<file path="config.mk">
export PLATFORM = sky130hd
export DESIGN_NAME = ps_cu_issue
export DESIGN_NICKNAME = d
export VERILOG_FILES = /design/src/rtl/ps_cu_issue.sv
export SDC_FILE = /design/constraint.sdc
export NUM_CORES = 1
export LEC_CHECK = 0
export CAP_MARGIN = 10
export CELL_PAD_IN_SITES_DETAIL_PLACEMENT = 1
export CELL_PAD_IN_SITES_GLOBAL_PLACEMENT = 2
export CORE_UTILIZATION = 26
export DETAILED_ROUTE_END_ITERATION = 7
export PLACE_DENSITY = 0.73
export SYNTH_ARGS = -nofsm -noshare
export SYNTH_HDL_FRONTEND = slang
export SYNTH_SLANG_ARGS = --single-unit
</file>
<file path="constraint.sdc">
create_clock -name clk -period 1.9 [get_ports clk]
set_input_delay 0.285 -clock clk [delete_from_list [all_inputs] [get_ports clk]]
set_output_delay 0.285 -clock clk [all_outputs]
set_load 0.02 [all_outputs]
</file>
<file path="src/rtl/ps_cu_issue.sv">
// Issue unit: sequences one decoded compute/DM-load instruction at a time onto
// the compute unit control interface and keeps sticky multiplier/shifter flags.
module ps_cu_issue #(
    parameter int unsigned ADDRESS_WIDTH = 4,
    parameter int unsigned SIGNAL_WIDTH  = 3,
    parameter int unsigned MUL_LAT       = 2,
    parameter int unsigned SHF_LAT       = 1
) (
    input  logic                         clk,
    input  logic                         reset,
    input  logic                         in_valid,
    output logic                         in_ready,
    input  logic [9+3*ADDRESS_WIDTH-1:0] in_instr,
    input  logic                         clr_flags,
    output logic [ADDRESS_WIDTH-1:0]     ps_rf_xA,
    output logic [ADDRESS_WIDTH-1:0]     ps_rf_yA,
    output logic [ADDRESS_WIDTH-1:0]     ps_rf_wrtA,
    output logic [SIGNAL_WIDTH-1:0]      ps_xb_cuEn,
    output logic                         ps_xb_dmEn,
    output logic                         ps_mul_en,
    output logic                         ps_mul_otreg,
    output logic [3:0]                   ps_mul_dtsts,
    output logic [1:0]                   ps_mul_cls,
    output logic                         ps_shf_en,
    output logic [1:0]                   ps_shf_cls,
    input  logic                         mul_ps_ov,
    input  logic                         mul_ps_mn,
    input  logic                         shf_ovflag,
    input  logic                         shf_zeroflag,
    output logic                         sts_mv,
    output logic                         sts_mn,
    output logic                         sts_sv,
    output logic                         sts_sz,
    output logic                         busy,
    output logic                         done
);

    localparam int unsigned AW      = ADDRESS_WIDTH;
    localparam int unsigned SW      = SIGNAL_WIDTH;
    localparam int unsigned INSTR_W = 9 + 3 * AW;
    localparam int unsigned CNT_W   = 8;

    // Field positions inside the instruction word {unit,cls,dtsts,otreg,rn,rx,ry}
    localparam int unsigned RY_LSB    = 0;
    localparam int unsigned RX_LSB    = AW;
    localparam int unsigned RN_LSB    = 2 * AW;
    localparam int unsigned OTREG_BIT = 3 * AW;
    localparam int unsigned DTSTS_LSB = 3 * AW + 1;
    localparam int unsigned CLS_LSB   = 3 * AW + 5;
    localparam int unsigned UNIT_LSB  = 3 * AW + 7;

    localparam logic [1:0] UNIT_ALU = 2'b00;
    localparam logic [1:0] UNIT_MUL = 2'b01;
    localparam logic [1:0] UNIT_SHF = 2'b10;
    localparam logic [1:0] UNIT_DM  = 2'b11;

    typedef enum logic [1:0] {
        ST_IDLE = 2'd0,
        ST_EXEC = 2'd1,
        ST_WAIT = 2'd2,
        ST_WB   = 2'd3
    } state_t;

    state_t               state_q, state_d;
    logic [INSTR_W-1:0]   instr_q, instr_d;
    logic [CNT_W-1:0]     cnt_q, cnt_d;

    logic                 in_ready_q, in_ready_d;
    logic                 busy_q, busy_d;
    logic                 done_q, done_d;
    logic [AW-1:0]        xa_q, xa_d, ya_q, ya_d, wa_q, wa_d;
    logic [SW-1:0]        cuen_q, cuen_d;
    logic                 dmen_q, dmen_d;
    logic                 mul_en_q, mul_en_d, mul_otreg_q, mul_otreg_d;
    logic [3:0]           mul_dtsts_q, mul_dtsts_d;
    logic [1:0]           mul_cls_q, mul_cls_d;
    logic                 shf_en_q, shf_en_d;
    logic [1:0]           shf_cls_q, shf_cls_d;
    logic                 mv_q, mv_d, mn_q, mn_d, sv_q, sv_d, sz_q, sz_d;

    logic [1:0]           unit_q, unit_d, in_unit;

    assign unit_q  = instr_q[UNIT_LSB +: 2];
    assign unit_d  = instr_d[UNIT_LSB +: 2];
    assign in_unit = in_instr[UNIT_LSB +: 2];

    // State, latched instruction, counter, registered outputs and sticky flags
    always_ff @(posedge clk) begin
        if (reset) begin
            state_q     <= ST_IDLE;
            instr_q     <= '0;
            cnt_q       <= '0;
            in_ready_q  <= 1'b1;
            busy_q      <= 1'b0;
            done_q      <= 1'b0;
            xa_q        <= '0;
            ya_q        <= '0;
            wa_q        <= '0;
            cuen_q      <= '0;
            dmen_q      <= 1'b0;
            mul_en_q    <= 1'b0;
            mul_otreg_q <= 1'b0;
            mul_dtsts_q <= '0;
            mul_cls_q   <= '0;
            shf_en_q    <= 1'b0;
            shf_cls_q   <= '0;
            mv_q        <= 1'b0;
            mn_q        <= 1'b0;
            sv_q        <= 1'b0;
            sz_q        <= 1'b0;
        end else begin
            state_q     <= state_d;
            instr_q     <= instr_d;
            cnt_q       <= cnt_d;
            in_ready_q  <= in_ready_d;
            busy_q      <= busy_d;
            done_q      <= done_d;
            xa_q        <= xa_d;
            ya_q        <= ya_d;
            wa_q        <= wa_d;
            cuen_q      <= cuen_d;
            dmen_q      <= dmen_d;
            mul_en_q    <= mul_en_d;
            mul_otreg_q <= mul_otreg_d;
            mul_dtsts_q <= mul_dtsts_d;
            mul_cls_q   <= mul_cls_d;
            shf_en_q    <= shf_en_d;
            shf_cls_q   <= shf_cls_d;
            mv_q        <= mv_d;
            mn_q        <= mn_d;
            sv_q        <= sv_d;
            sz_q        <= sz_d;
        end
    end

    // Next state; outputs are decoded for the state being entered so they register cleanly
    always_comb begin
        state_d     = state_q;
        instr_d     = instr_q;
        cnt_d       = cnt_q;
        in_ready_d  = 1'b0;
        busy_d      = 1'b0;
        done_d      = 1'b0;
        xa_d        = '0;
        ya_d        = '0;
        wa_d        = '0;
        cuen_d      = '0;
        dmen_d      = 1'b0;
        mul_en_d    = 1'b0;
        mul_otreg_d = 1'b0;
        mul_dtsts_d = '0;
        mul_cls_d   = '0;
        shf_en_d    = 1'b0;
        shf_cls_d   = '0;

        case (state_q)
            ST_IDLE: begin
                if (in_valid) begin
                    instr_d = in_instr;
                    state_d = (in_unit == UNIT_DM) ? ST_WB : ST_EXEC;
                    case (in_unit)
                        UNIT_MUL: cnt_d = CNT_W'(MUL_LAT - 1);
                        UNIT_SHF: cnt_d = CNT_W'(SHF_LAT - 1);
                        default:  cnt_d = '0;
                    endcase
                end
            end
            ST_EXEC: state_d = (cnt_q == '0) ? ST_WB : ST_WAIT;
            ST_WAIT: begin
                cnt_d = cnt_q - CNT_W'(1);
                if (cnt_q <= CNT_W'(1)) state_d = ST_WB;
            end
            ST_WB:   state_d = ST_IDLE;
            default: state_d = ST_IDLE;
        endcase

        in_ready_d = (state_d == ST_IDLE);
        busy_d     = (state_d != ST_IDLE);

        if (state_d != ST_IDLE && unit_d != UNIT_DM) begin
            xa_d = instr_d[RX_LSB +: AW];
            ya_d = instr_d[RY_LSB +: AW];
        end

        if (state_d == ST_EXEC) begin
            if (unit_d == UNIT_MUL) begin
                mul_en_d    = 1'b1;
                mul_cls_d   = instr_d[CLS_LSB +: 2];
                mul_dtsts_d = instr_d[DTSTS_LSB +: 4];
                mul_otreg_d = instr_d[OTREG_BIT];
            end
            if (unit_d == UNIT_SHF) begin
                shf_en_d  = 1'b1;
                shf_cls_d = instr_d[CLS_LSB +: 2];
            end
        end

        if (state_d == ST_WB) begin
            wa_d   = instr_d[RN_LSB +: AW];
            done_d = 1'b1;
            case (unit_d)
                UNIT_ALU: cuen_d = SW'(1);
                UNIT_MUL: cuen_d = SW'(2);
                UNIT_SHF: cuen_d = SW'(4);
                default:  dmen_d = 1'b1;
            endcase
        end
    end

    // Sticky flags: clear first, then a writeback-cycle set overrides the clear
    always_comb begin
        mv_d = (clr_flags ? 1'b0 : mv_q);
        mn_d = (clr_flags ? 1'b0 : mn_q);
        sv_d = (clr_flags ? 1'b0 : sv_q);
        sz_d = (clr_flags ? 1'b0 : sz_q);
        if (state_q == ST_WB && unit_q == UNIT_MUL) begin
            mv_d = mv_d | mul_ps_ov;
            mn_d = mn_d | mul_ps_mn;
        end
        if (state_q == ST_WB && unit_q == UNIT_SHF) begin
            sv_d = sv_d | shf_ovflag;
            sz_d = sz_d | shf_zeroflag;
        end
    end

    assign in_ready     = in_ready_q;
    assign busy         = busy_q;
    assign done         = done_q;
    assign ps_rf_xA     = xa_q;
    assign ps_rf_yA     = ya_q;
    assign ps_rf_wrtA   = wa_q;
    assign ps_xb_cuEn   = cuen_q;
    assign ps_xb_dmEn   = dmen_q;
    assign ps_mul_en    = mul_en_q;
    assign ps_mul_otreg = mul_otreg_q;
    assign ps_mul_dtsts = mul_dtsts_q;
    assign ps_mul_cls   = mul_cls_q;
    assign ps_shf_en    = shf_en_q;
    assign ps_shf_cls   = shf_cls_q;
    assign sts_mv       = mv_q;
    assign sts_mn       = mn_q;
    assign sts_sv       = sv_q;
    assign sts_sz       = sz_q;

endmodule

</file>
======== Yosys cells after proc, flatten, opt, wreduce, memory -nomap -nowiden ========
Index checks and enable logic that the tools add are counted.
storage, ports and cells
  bits of input ports ..................... 29
  output and inout bits ................... 34
  register bits ........................... 65
  logic and storage cells ................. 84
operators by class
  $add $sub $neg .......................... 1
  bitwise operators ....................... 9
  eq/ne operators ......................... 13
  order comparisons ....................... 1
  mux-type cells .......................... 23
  reductions and logical operators ........ 16
operators by type and width
  operator                                                         number
  two-way mux 21 bit                                               2
  case mux 8 bit (2 select lines)                                  1
  two-way mux 1 bit                                                14
  == test 2 bit (second input constant)                            6
  == test 2 x 1 -> 1 bit (second input constant)                   5
  case mux 3 bit (3 select lines)                                  1
  OR reduction 3 bit                                               3
  less-or-equal comparator 8 x 1 -> 1 bit (second input constant)  1
  logical NOT 8 bit                                                1
  two-way mux 8 bit                                                1
  case mux 2 bit (4 select lines)                                  1
  subtractor 8 x 1 -> 8 bit (second input constant)                1
  logical NOT 2 bit                                                3
  two-way mux 2 bit                                                3
  OR reduction 2 bit                                               3
  NOT 1 bit                                                        5
  != test 2 bit (second input constant)                            2
  bitwise OR 1 bit                                                 4
  nonzero test 2 bit                                               2
  logical AND 1 bit                                                3
  AND reduction 2 bit                                              1

======== Longest topological paths before layout ========
Gate-level depths: netlist of run 1.
  word-level depth ........................ 8
  depth in mapped cells ................... 9
  mapped depth without buffers ............ 6

======== Worst setup path after synthesis of run 1 ========
OpenSTA, ideal clock, no wires.
  path kind ............................... register -> register
  start point ............................. register state_q[0]
  end point ............................... register xa_q[0], in the netlist ps_rf_xA[0]
  stages on the path, launching flop included .. 8
  setup time .............................. 0.141 ns
  clock period less this slack ............ 1.810 ns
  setup slack ............................. 0.090 ns
  buffers on the path ..................... 1
  data required time ...................... 1.759 ns
  arrival time ............................ 1.669 ns
  cell sequence ........................... dfxtp_1 > inv_1 > ha_1 > clkbuf_8 > a21o_2 > nor3b_1 > a211oi_2 > nor3_1
between the ends
  word-level cells in the longest chain between the ends .. 6
  elaborated cells between the ends (all ways) .. 13
  classes of those cells .................. eq/ne (4); mux (4); bitwise (1); reduce/logical (4)
RTL lines
  element                                                                       RTL line  text
  start: declaration                                                            64        state_t state_q, state_d;
  start signal: assignment                                                      112       state_q <= state_d;
  == test 2 bit (tied with other cells)                                         156       case (state_q)
  case mux 2 bit (4 select lines) / two-way mux 21 bit (equally long branches)  156
  nonzero test 2 bit / != test 2 bit (equally long branches)                    180       if (state_d != ST_IDLE && unit_d != UNIT_DM) begin
  logical AND 1 bit                                                             180
  NOT 1 bit (no source line)                                                    -
  OR reduction 2 bit (no source line)                                           -
  end signal: assignment                                                        96        xa_q <= '0;
  end signal: assignment                                                        118       xa_q <= xa_d;
  end: declaration                                                              71        logic [AW-1:0] xa_q, xa_d, ya_q, ya_d, wa_q, wa_d;
Several ways; a longest one is shown, not always the timed one.
A chain may end at the register's enable or synchronous reset.

======== Worst setup path in the final report of run 1 ========
  start point ............................. register cnt_q[3]
  end point ............................... register xa_q[0], in the netlist ps_rf_xA[0]
between the ends
  word-level cells in the longest chain between the ends .. 7
  elaborated cells between the ends (all ways) .. 9
  classes of those cells .................. order compare (1); mux (3); bitwise (1); reduce/logical (4)
RTL lines
  element                                                                              RTL line  text
  start: declaration                                                                   66        logic [CNT_W-1:0] cnt_q, cnt_d;
  start signal: assignment                                                             114       cnt_q <= cnt_d;
  less-or-equal comparator 8 x 1 -> 1 bit / logical NOT 8 bit (equally long branches)  171, 168
  two-way mux 2 bit / two-way mux 1 bit (equally long branches)                        171, 168
  case mux 2 bit (4 select lines) (*)                                                  156
  nonzero test 2 bit (*)                                                               180
  logical AND 1 bit (*)                                                                180
  NOT 1 bit (no source line) (*)                                                       -
  OR reduction 2 bit (no source line) (*)                                              -
Every way passes the cells marked *; elsewhere a longest branch is shown, timed or not.

==> run metrics, run 1 <==
outcome=finished with violations; Placeable Area=0.00881 mm^2; FP Rows=34; top cells by area, synth=dfxtp_1, mux2i_1, nor2_1; period utilisation layout=97.4%; n_diodes=0; crit start category=flip-flop; post-synth cell types=37; Crit path buffers/inverters=2; first-pass GRT wire length=10.0 mm; Pint=3640 uW; Syn Inst Count=237; CTS Buf Count=9; GPL Wtd Cong=0.763; via count=1,988; syn avg cell area=10.1 um^2; failing checks=DRC; Final Hold Violating Endpoints=0; DRC Markers=6; total congestion overflow=0; Cell Area, Synth=0.00239 mm^2; Die X=97.8 um; Max IR drop VDD=0.554 mV; Root Driver=clkbuf_8; Least-Margin Pin Slew=0.613 ns; Yosys top cell area share=54.5%; final core occ=41.2%; power per standard cell area=1570 mW/mm^2; worst min path class=reg -> reg; Fin Hold WS=0.491 ns; Max-slew headroom=59.1%; CTS tree=done; initial DRC count=51; Sequential Power Share=31.6%; WL/cell=14.1 um; Worst Path Max Fanout=7; most frequent CP cell=buf_6; crit-path leading delay family=simple AND/OR/NAND/NOR gates; pin count of the biggest net entering global routing=19; post-route ant nets=0; clock sink count=65; WP data arrival=2.12 ns; synthesis-to-finish area growth=51.9%; Synth area leader=dfxtp_1; Worst Skew=0.00842 ns; Initial Util=27.1%; H-tree levels=3; CP endpoint kind=flip-flop; Synthesized Nets=273; DIE HEIGHT=97.8 um; Nets=366; CP Cell Sequence=or4_4 -> a2111oi_4 -> buf_6 -> a211oi_4 -> buf_6 -> nor3_4; IO Count=63; # setup viols final=0; Clock Power Share=22.6%; Seq cells post-synth=65; Worst-Skew Late Latency=0.34 ns; WP data required=2.17 ns; Reg clk slew, reported paths=0.07 ns; vias in the first global route=2,095; Comb power frac=45.8%; input/output buffers=62; slowest cell delay on critical path=0.55 ns; Setup Crit Path Kind=reg -> reg; switching share of total power=36.1%; DRT Pass-1 Iters=6; Crit-path slowest cell=or4_4; vias per std cell=4.49; final-report max-slew violation count=0; clk buf depth=2; setup TNS=0 ns; unrepaired setup endpoints after global routing=true; switching power=2060 uW; post-DP HPWL=4.43 mm; total track usage=13.5%; initial antenna violation count=0; Post-Route WL=6.24 mm; Leakage Power=0.00140 uW; min Tclk post-route=1.85 ns; die area=0.00957 mm^2; max-cap viol count=0; Ys Warns=0; share of layout cells above drive strength 1=21.8%; f_max=540 MHz; sequential area share after synthesis=54.5%
-- cell type report --
cell class | count | area, um^2
clock inverter | 7 | 93.8
inverter | 9 | 33.8
multi-input combinational | 154 | 1090
timing repair buffer | 91 | 850
clock buffer | 9 | 124
fill | 992 | 5180
sequential | 65 | 1300
tap | 108 | 135
-- logic make-up (layout without fill, tap and decap cells) --
logic type	after synthesis	in the layout	synth area share, %
AO/OA/AOI/OAI	26	26	8.39
XOR/XNOR	5	5	1.83
adder cells (fa/ha/maj)	7	7	3.67
buffers and inverters	18	116	4.35
flip-flops	65	65	54.5
multiplexers	20	20	8.44
AND/OR/NAND/NOR	96	96	18.8
-- sequential cells by signal, summed over array words and instances (netlist names) --
name and count:
ps_xb_dmEn 1, ps_shf_en 1, ps_rf_xA 4, sts_mn 1, ps_mul_otreg 1, ps_xb_cuEn 3, ps_mul_cls 2, ps_shf_cls 2
state_q 2, busy 1, ps_rf_yA 4, cnt_q 8, done 1, sts_sz 1, ps_mul_en 1, sts_sv 1
in_ready 1, sts_mv 1, ps_rf_wrtA 4, instr_q 21, ps_mul_dtsts 4
-- what timing repair did --
item,in CTS,in global routing
hold buffers,0,0
setup buffers,3,0
setup endpoints to repair,29,30
resized for setup,3,23
pin swaps,2,1
-- final timing paths --
kind,startpoint,endpoint,slack [ns],cells after the start
max,cnt_q[3],ps_rf_xA[0],0.05,6
min,instr_q[16],instr_q[16],0.49,2
max reg2reg,cnt_q[3],ps_rf_xA[0],0.05,6
min reg2reg,instr_q[16],instr_q[16],0.49,2
-- worst min-delay path, stage by stage (launching register included) --
cell and delay (ns):
dfxtp_1 0.31, mux2i_1 0.07, nor2_1 0.08
-- power by group through the flow --
stage	Sequential, uW	Clock, uW	Combinational, uW
finish	1800	1290	2610
global route	1840	1380	2860
CTS	1800	1330	2470
detailed placement	1830	0	2290
global placement	1830	0	2240
floorplan	1980	0	1260
-- per-layer routing --
| metal | global-route usage [%] | share of wire (%) | up-vias |
|---|---|---|---|
| li1 | - | - | 985 |
| met1 | 15.6 | 45 | 947 |
| met2 | 22.1 | 47 | 47 |
| met3 | 4.87 | 6.3 | 9 |
| met4 | 6.64 | 1.6 | 0 |
| met5 | 0 | 0 | - |
-- synthesized netlist by cell type (all sizes together) --
cell / n
or4: 2
a31oi: 4
nor2: 46
dfxtp: 65
or2b: 1
nand2: 9
nand3b: 2
o21bai: 1
mux2i: 19
nor3b: 3
nor2b: 5
and3: 1
nand2b: 2
o31a: 1
xor2: 5
a311oi: 1
a2111oi: 1
ha: 7
a211oi: 1
a21o: 1
inv: 9
o31ai: 1
mux2: 1
nor3: 19
clkbuf: 5
o21ai: 3
nand3: 4
or3: 1
a21oi: 9
o211ai: 2
buf: 4
a31o: 1
and2: 1
-- per-stage QoR --
| step | power [uW] | worst slack [ns] | instances | cell area, um^2 |
|---|---|---|---|---|
| floorplan | 3240 | 0.0897 | 237 | 2390 |
| CTS | 5600 | 0.0213 | 443 | 3530 |
| detailed placement | 4120 | -0.197 | 424 | 3270 |
| global route | 6080 | -0.0337 | 443 | 3630 |
| finish | 5700 | 0.0488 | 443 | 3630 |
| global placement | 4070 | -0.107 | 424 | 3270 |
-- layout by cell type, fill, tap and decap left out, types with 9 or more instances in the layout --
| cell type | n |
|---|---|
| nand2_1 | 9 |
| clkdlybuf4s50_1 | 62 |
| nor2_1 | 46 |
| a21oi_1 | 9 |
| dfxtp_1 | 64 |
| buf_4 | 26 |
| clkbuf_8 | 9 |
| nor3_1 | 10 |
| mux2i_1 | 17 |
Note: power is estimated with default switching activity, not from simulation.
==> inputs of run 2 (changes only) <==
--- a/config.mk
+++ b/config.mk
@@ -9,8 +9,10 @@
 export CELL_PAD_IN_SITES_DETAIL_PLACEMENT = 1
 export CELL_PAD_IN_SITES_GLOBAL_PLACEMENT = 2
 export CORE_UTILIZATION = 26
+export CTS_CLUSTER_SIZE = 30
 export DETAILED_ROUTE_END_ITERATION = 7
 export PLACE_DENSITY = 0.73
+export SKIP_LAST_GASP = 1
 export SYNTH_ARGS = -nofsm -noshare
 export SYNTH_HDL_FRONTEND = slang
 export SYNTH_SLANG_ARGS = --single-unit
==> run 2 against run 1 <==
The flow still finishes with violations (DRC). Clock power is essentially flat. Critical path depth is the same. Non-clock buffer count stayed put. Clock skew hardly changed. Setup slack about the same. First-iteration DRC count shrank 18%. Via count down 0.55%. Final area decreased by 0.14%. Final cell count is the same. Global-route usage did not move. Critical path type unchanged. Largest cell class unchanged. Highest routed layer unchanged.
==> run metrics, run 2 (same netlist as run 1, synthesis figures left out) <==
outcome=finished with violations; Worst-Skew Late Latency=0.34 ns; final-report max-slew violation count=0; Sequential Power Share=31.7%; Worst Path Max Fanout=7; Placeable Area=0.00881 mm^2; Reg clk slew, reported paths=0.07 ns; vias in the first global route=2,095; # setup viols final=0; Die X=97.8 um; switching power=2050 uW; clock sink count=65; FP Rows=34; WP data required=2.16 ns; CP endpoint kind=flip-flop; worst min path class=reg -> reg; Worst Skew=0.00798 ns; Setup Crit Path Kind=reg -> reg; Top reg by flops=instr_q; cell area after layout=0.00362 mm^2; unrepaired setup endpoints after global routing=true; n_diodes=0; Max IR drop VDD=0.553 mV; initial antenna violation count=0; Largest regs=instr_q x21, cnt_q x8; Overall Power=5680 uW; switching share of total power=36.0%; share of layout cells above drive strength 1=21.5%; total track usage=13.5%; power per standard cell area=1570 mW/mm^2; Least-Margin Pin Slew=0.591 ns; post-route ant nets=0; CTS Buf Count=9; min Tclk post-route=1.85 ns; CTS tree=done; f_max=540 MHz; Pint=3640 uW; input/output buffers=62; max reg flops=21; post-DP HPWL=4.43 mm; most frequent cells in the layout=dfxtp_1, clkdlybuf4s50_1, nor2_1, buf_4, mux2i_1; Nets=366; DIE HEIGHT=97.8 um; Max-slew headroom=60.6%; WP data arrival=2.12 ns; H-tree levels=3; Comb power frac=45.7%; failing checks=DRC; Initial Util=27.1%; initial DRC count=42; WL/cell=14.0 um; die area=0.00957 mm^2; clk buf depth=2; Clock Power Share=22.6%; Final Hold Violating Endpoints=0; pin count of the biggest net entering global routing=19; GPL Wtd Cong=0.763; DRC Markers=6; Post-Route WL=6.22 mm; via count=1,977; vias per std cell=4.46; commonest non-fill, non-tap cell in the layout=dfxtp_1; IO Count=63; Root Driver=clkbuf_8; crit start category=flip-flop; placed cell areas=0.00327 mm^2; synthesis-to-finish area growth=51.7%; first-pass GRT wire length=10.0 mm; DRT Pass-1 Iters=6; Leakage Power=0.00140 uW; period utilisation layout=97.5%; total congestion overflow=0; max-cap viol count=0
==> run 2: changes by cell type in the layout (fill, tap and decap cells not counted) <==
cell / change
nor3_2: -1
nor3_1: +1
==> run 2: final timing paths <==
kind,start,to,slack (ns),cells after the start
min,instr_q[16],instr_q[16],0.49,2
max,cnt_q[3],ps_rf_xA[0],0.05,6
min reg2reg,instr_q[16],instr_q[16],0.49,2
max reg2reg,cnt_q[3],ps_rf_xA[0],0.05,6
==> run 2: power groups by stage <==
stage / clock, uW / sequential, uW / combinational (uW)
6_report: 1290 / 1800 / 2600
5_1_grt: 1380 / 1840 / 2850
4_1_cts: 1330 / 1800 / 2470
3_5_place_dp: 0 / 1830 / 2290
3_3_place_gp: 0 / 1830 / 2240
2_1_floorplan: 0 / 1980 / 1260
==> run 2: through the flow <==
step                std cells  setup WS (ns)  utilization, %  hold WS, ns  setup TNS, ns
floorplan                 237         0.0897               -        0.378              0
global placement          424         -0.107            37.1        0.470          -1.74
detailed placement        424         -0.197            37.1        0.479          -2.72
CTS                       443         0.0213            40.1        0.493              0
global route              443        -0.0320            41.1        0.515        -0.0928
finish                    443         0.0484            41.1        0.492              0
==> run 2: repair_timing <==
action / in CTS / in global routing
setup buffers: 3 / 0
endpoints found under the hold margin: 0 / 0
pin swaps: 2 / 1
cloned: 0 / 0
gates resized for setup: 3 / 22
setup endpoints to repair: 29 / 30
hold buffers: 0 / 0
==> run 2: area by class of cell <==
| cell class | count | area [um^2] |
|---|---|---|
| repair buffers | 91 | 850 |
| clock inverters | 7 | 93.8 |
| inverters | 9 | 33.8 |
| clock buffers | 9 | 124 |
| well taps | 108 | 135 |
| fillers | 993 | 5180 |
| multi-input cells | 154 | 1080 |
| flip-flops and latches | 65 | 1300 |
==> run 2: per-layer routing <==
layer	share of wire, %	up-vias	global-route usage (%)
li1	-	985	-
met5	0	-	0
met2	47	47	22.1
met1	45	936	15.6
met3	6.2	9	4.87
met4	1.6	0	6.64
==> run 2: worst max-delay path: stages (launching register included) <==
cell	delay (ns)
dfxtp_1	0.31
or4_4	0.55
a2111oi_4	0.30
buf_6	0.18
a211oi_4	0.08
buf_6	0.16
nor3_4	0.19
==> inputs of run 3 (changes only) <==
--- a/config.mk
+++ b/config.mk
@@ -5,10 +5,11 @@
 export SDC_FILE = /design/constraint.sdc
 export NUM_CORES = 1
 export LEC_CHECK = 0
+export ABC_AREA = 1
 export CAP_MARGIN = 10
 export CELL_PAD_IN_SITES_DETAIL_PLACEMENT = 1
 export CELL_PAD_IN_SITES_GLOBAL_PLACEMENT = 2
-export CORE_UTILIZATION = 26
+export CORE_UTILIZATION = 25
 export CTS_CLUSTER_SIZE = 30
 export DETAILED_ROUTE_END_ITERATION = 7
 export PLACE_DENSITY = 0.73
==> run 3 against run 2 <==
The run now ends clean. Register-to-register slack gained 0.11 ns. Critical path depth increased by 1. First-iteration DRC count up 2.4%. Largest cell class unchanged. Global-route usage down 1.8 points. Routed wire length down 13%. Synthesized cell count up 8.4%. Die area grew 2.6%. Maximum frequency grew 6.2%. Non-clock buffer count is 24 lower. Sequential share of layout area up 2.9 points.
==> run metrics, run 3 <==
worst min path class=reg -> reg; H-tree levels=3; CP endpoint kind=flip-flop; R2R depth=7; post-synth cell types=27; placed cell areas=0.00312 mm^2; Synth area leader=dfxtp_1; Die X=99.1 um; Hold Crit Start=cnt_q[1]; die area=0.00982 mm^2; total congestion overflow=0; max reg flops=21; final core occ=36.4%; min Tclk post-route=1.74 ns; n_diodes=0; max-cap viol count=0; GPL Wtd Cong=0.759; Cell Area, Synth=0.00236 mm^2; FP Rows=35; cell area after layout=0.00335 mm^2; Synthesized Nets=293; Final Hold Violating Endpoints=0; initial DRC count=43; Post-Route WL=5.44 mm; input/output buffers=62; DRC Markers=0; M3 GR Usage=2.53%; Main synth FF type=dfxtp_1; Setup Crit Path Kind=reg -> reg; # setup viols final=0; via count=1,831; unrepaired setup endpoints after global routing=false; crit start category=flip-flop; outcome=finished clean; initial antenna violation count=0; post-DP HPWL=3.98 mm; CTS Buf Count=9; synthesis-to-finish area growth=42.1%; WL/cell=12.2 um; period utilisation layout=91.8%; r2r endpoint=cnt_q[5]; Ys Warns=0; Worst Path Max Fanout=8; WP data arrival=2.00 ns; DRT Pass-1 Iters=4; vias in the first global route=1,852; synth cell count leaders=dfxtp_1, nor2_1, nand2_1; worst hold stages=2; Critical path origin=state_q[0]; met2 Usage GRT=19.9%; pin count of the biggest net entering global routing=28; power per standard cell area=1420 mW/mm^2; Seq cells post-synth=65; setup TNS=0 ns; Initial Util=25.6%; Max-slew headroom=74.6%; gr busiest metal=met2; number of flops mapped to enable cells by yosys=0; Synth async-reset ratio=0%; r2r startpoint=state_q[0]; vias per std cell=4.11; commonest non-fill, non-tap cell in the layout=dfxtp_1; Yosys top cell area share=55.2%; Worst Hold End=cnt_q[1]; Max IR drop VDD=0.517 mV; setup slack, reg-to-reg=0.16 ns; DIE HEIGHT=99.1 um; IO Count=63; Top reg by flops=instr_q; clock sink count=65; post-route ant nets=0; register area=0.00130 mm^2; sequential area share after synthesis=55.2%; Setup Fix Bufs, Post-CTS=0; Syn Inst Count=257; GRT met1 Usage=14.3%; WP data required=2.16 ns; clk buf depth=2; first-pass GRT wire length=8.79 mm; Worst Skew=0.0154 ns; Worst-Skew Late Latency=0.33 ns; area occupied by multi-input gates=915 um^2; # fillers=1,067; total track usage=11.8%; Least-Margin Pin Slew=0.382 ns; CTS tree=done; Leakage Power=0.00146 uW; Nets=366; syn avg cell area=9.17 um^2; Largest regs=instr_q x21, cnt_q x8; count leader, synth=dfxtp_1; share of layout cells above drive strength 1=12.2%; most frequent cells in the layout=dfxtp_1, clkdlybuf4s50_1, nor2_1, nand2_1, inv_1; final-report max-slew violation count=0; Root Driver=clkbuf_8; f_max=573 MHz; Reg clk slew, reported paths=0.08 ns; top cells by area, synth=dfxtp_1, nor2_1, mux2i_1; Placeable Area=0.00920 mm^2
[run 3: power by group]
part,internal [uW],leakage (uW),switching [uW]
clock network,779,0.000113,555
logic,666,0.000822,1010
registers,1630,0.000530,115
[run 3: worst max path at each step]
stage                            to  slack [ns]  cells past startpoint
finish                     cnt_q[5]        0.16                      7
global route               cnt_q[5]        0.01                      7
CTS                     ps_rf_xA[3]        0.14                     10
global placement      ps_mul_cls[0]        0.17                      7
detailed placement    ps_shf_cls[0]        0.15                      7
floorplan           ps_mul_dtsts[3]        0.33                      7
[run 3: final cells by class]
| class | instances | share of cell area [%] |
|---|---|---|
| clock inverter | 6 | 2.69 |
| timing repair buffer | 67 | 19.6 |
| tap | 111 | 4.14 |
| clock buffer | 10 | 4.11 |
| inverter | 29 | 3.29 |
| sequential | 65 | 38.8 |
| multi-input combinational | 158 | 27.3 |
[run 3: cells by family (layout without fill, tap and decap cells)]
| kind of cell | Yosys count | count (layout) | share of synthesized area [%] |
|---|---|---|---|
| DFF | 65 | 65 | 55.2 |
| buffers and inverters | 34 | 112 | 6.10 |
| muxes | 19 | 19 | 8.07 |
| xor gates and xnor gates | 2 | 2 | 0.743 |
| adders and majority gates | 7 | 7 | 3.72 |
| and+or+nand+nor | 111 | 111 | 21.1 |
| AOI/OAI and AO/OA | 19 | 19 | 5.10 |
[run 3: routing by layer]
| metal | wire, um | share of wire [%] |
|---|---|---|
| met5 | 0 | 0 |
| met4 | 89 | 1.6 |
| met3 | 191 | 3.5 |
| met2 | 2560 | 47 |
| met1 | 2600 | 48 |
[run 3: metrics by stage]
| step | total power (uW) | hold slack (ns) | setup slack (ns) | cells |
|---|---|---|---|---|
| 6_report | 4760 | 0.460 | 0.156 | 446 |
| 5_1_grt | 5090 | 0.495 | 0.0128 | 446 |
| 4_1_cts | 4830 | 0.464 | 0.140 | 446 |
| 3_5_place_dp | 3470 | 0.456 | 0.153 | 430 |
| 3_3_place_gp | 3450 | 0.455 | 0.173 | 430 |
| 2_1_floorplan | 2910 | 0.428 | 0.330 | 257 |
[run 3: repair_timing]
action / 4_1_cts / 5_1_grt
setup endpoints to repair: 0 / 8
hold buffers: 0 / 0
gates resized for setup: 0 / 1
[run 3: critical path, stage by stage (launching register included)]
cell and delay, ns:
dfxtp_1 0.38, inv_1 0.10, ha_1 0.29, nand2_4 0.17, inv_1 0.07, a21oi_1 0.32, inv_1 0.14, nor3_1 0.19
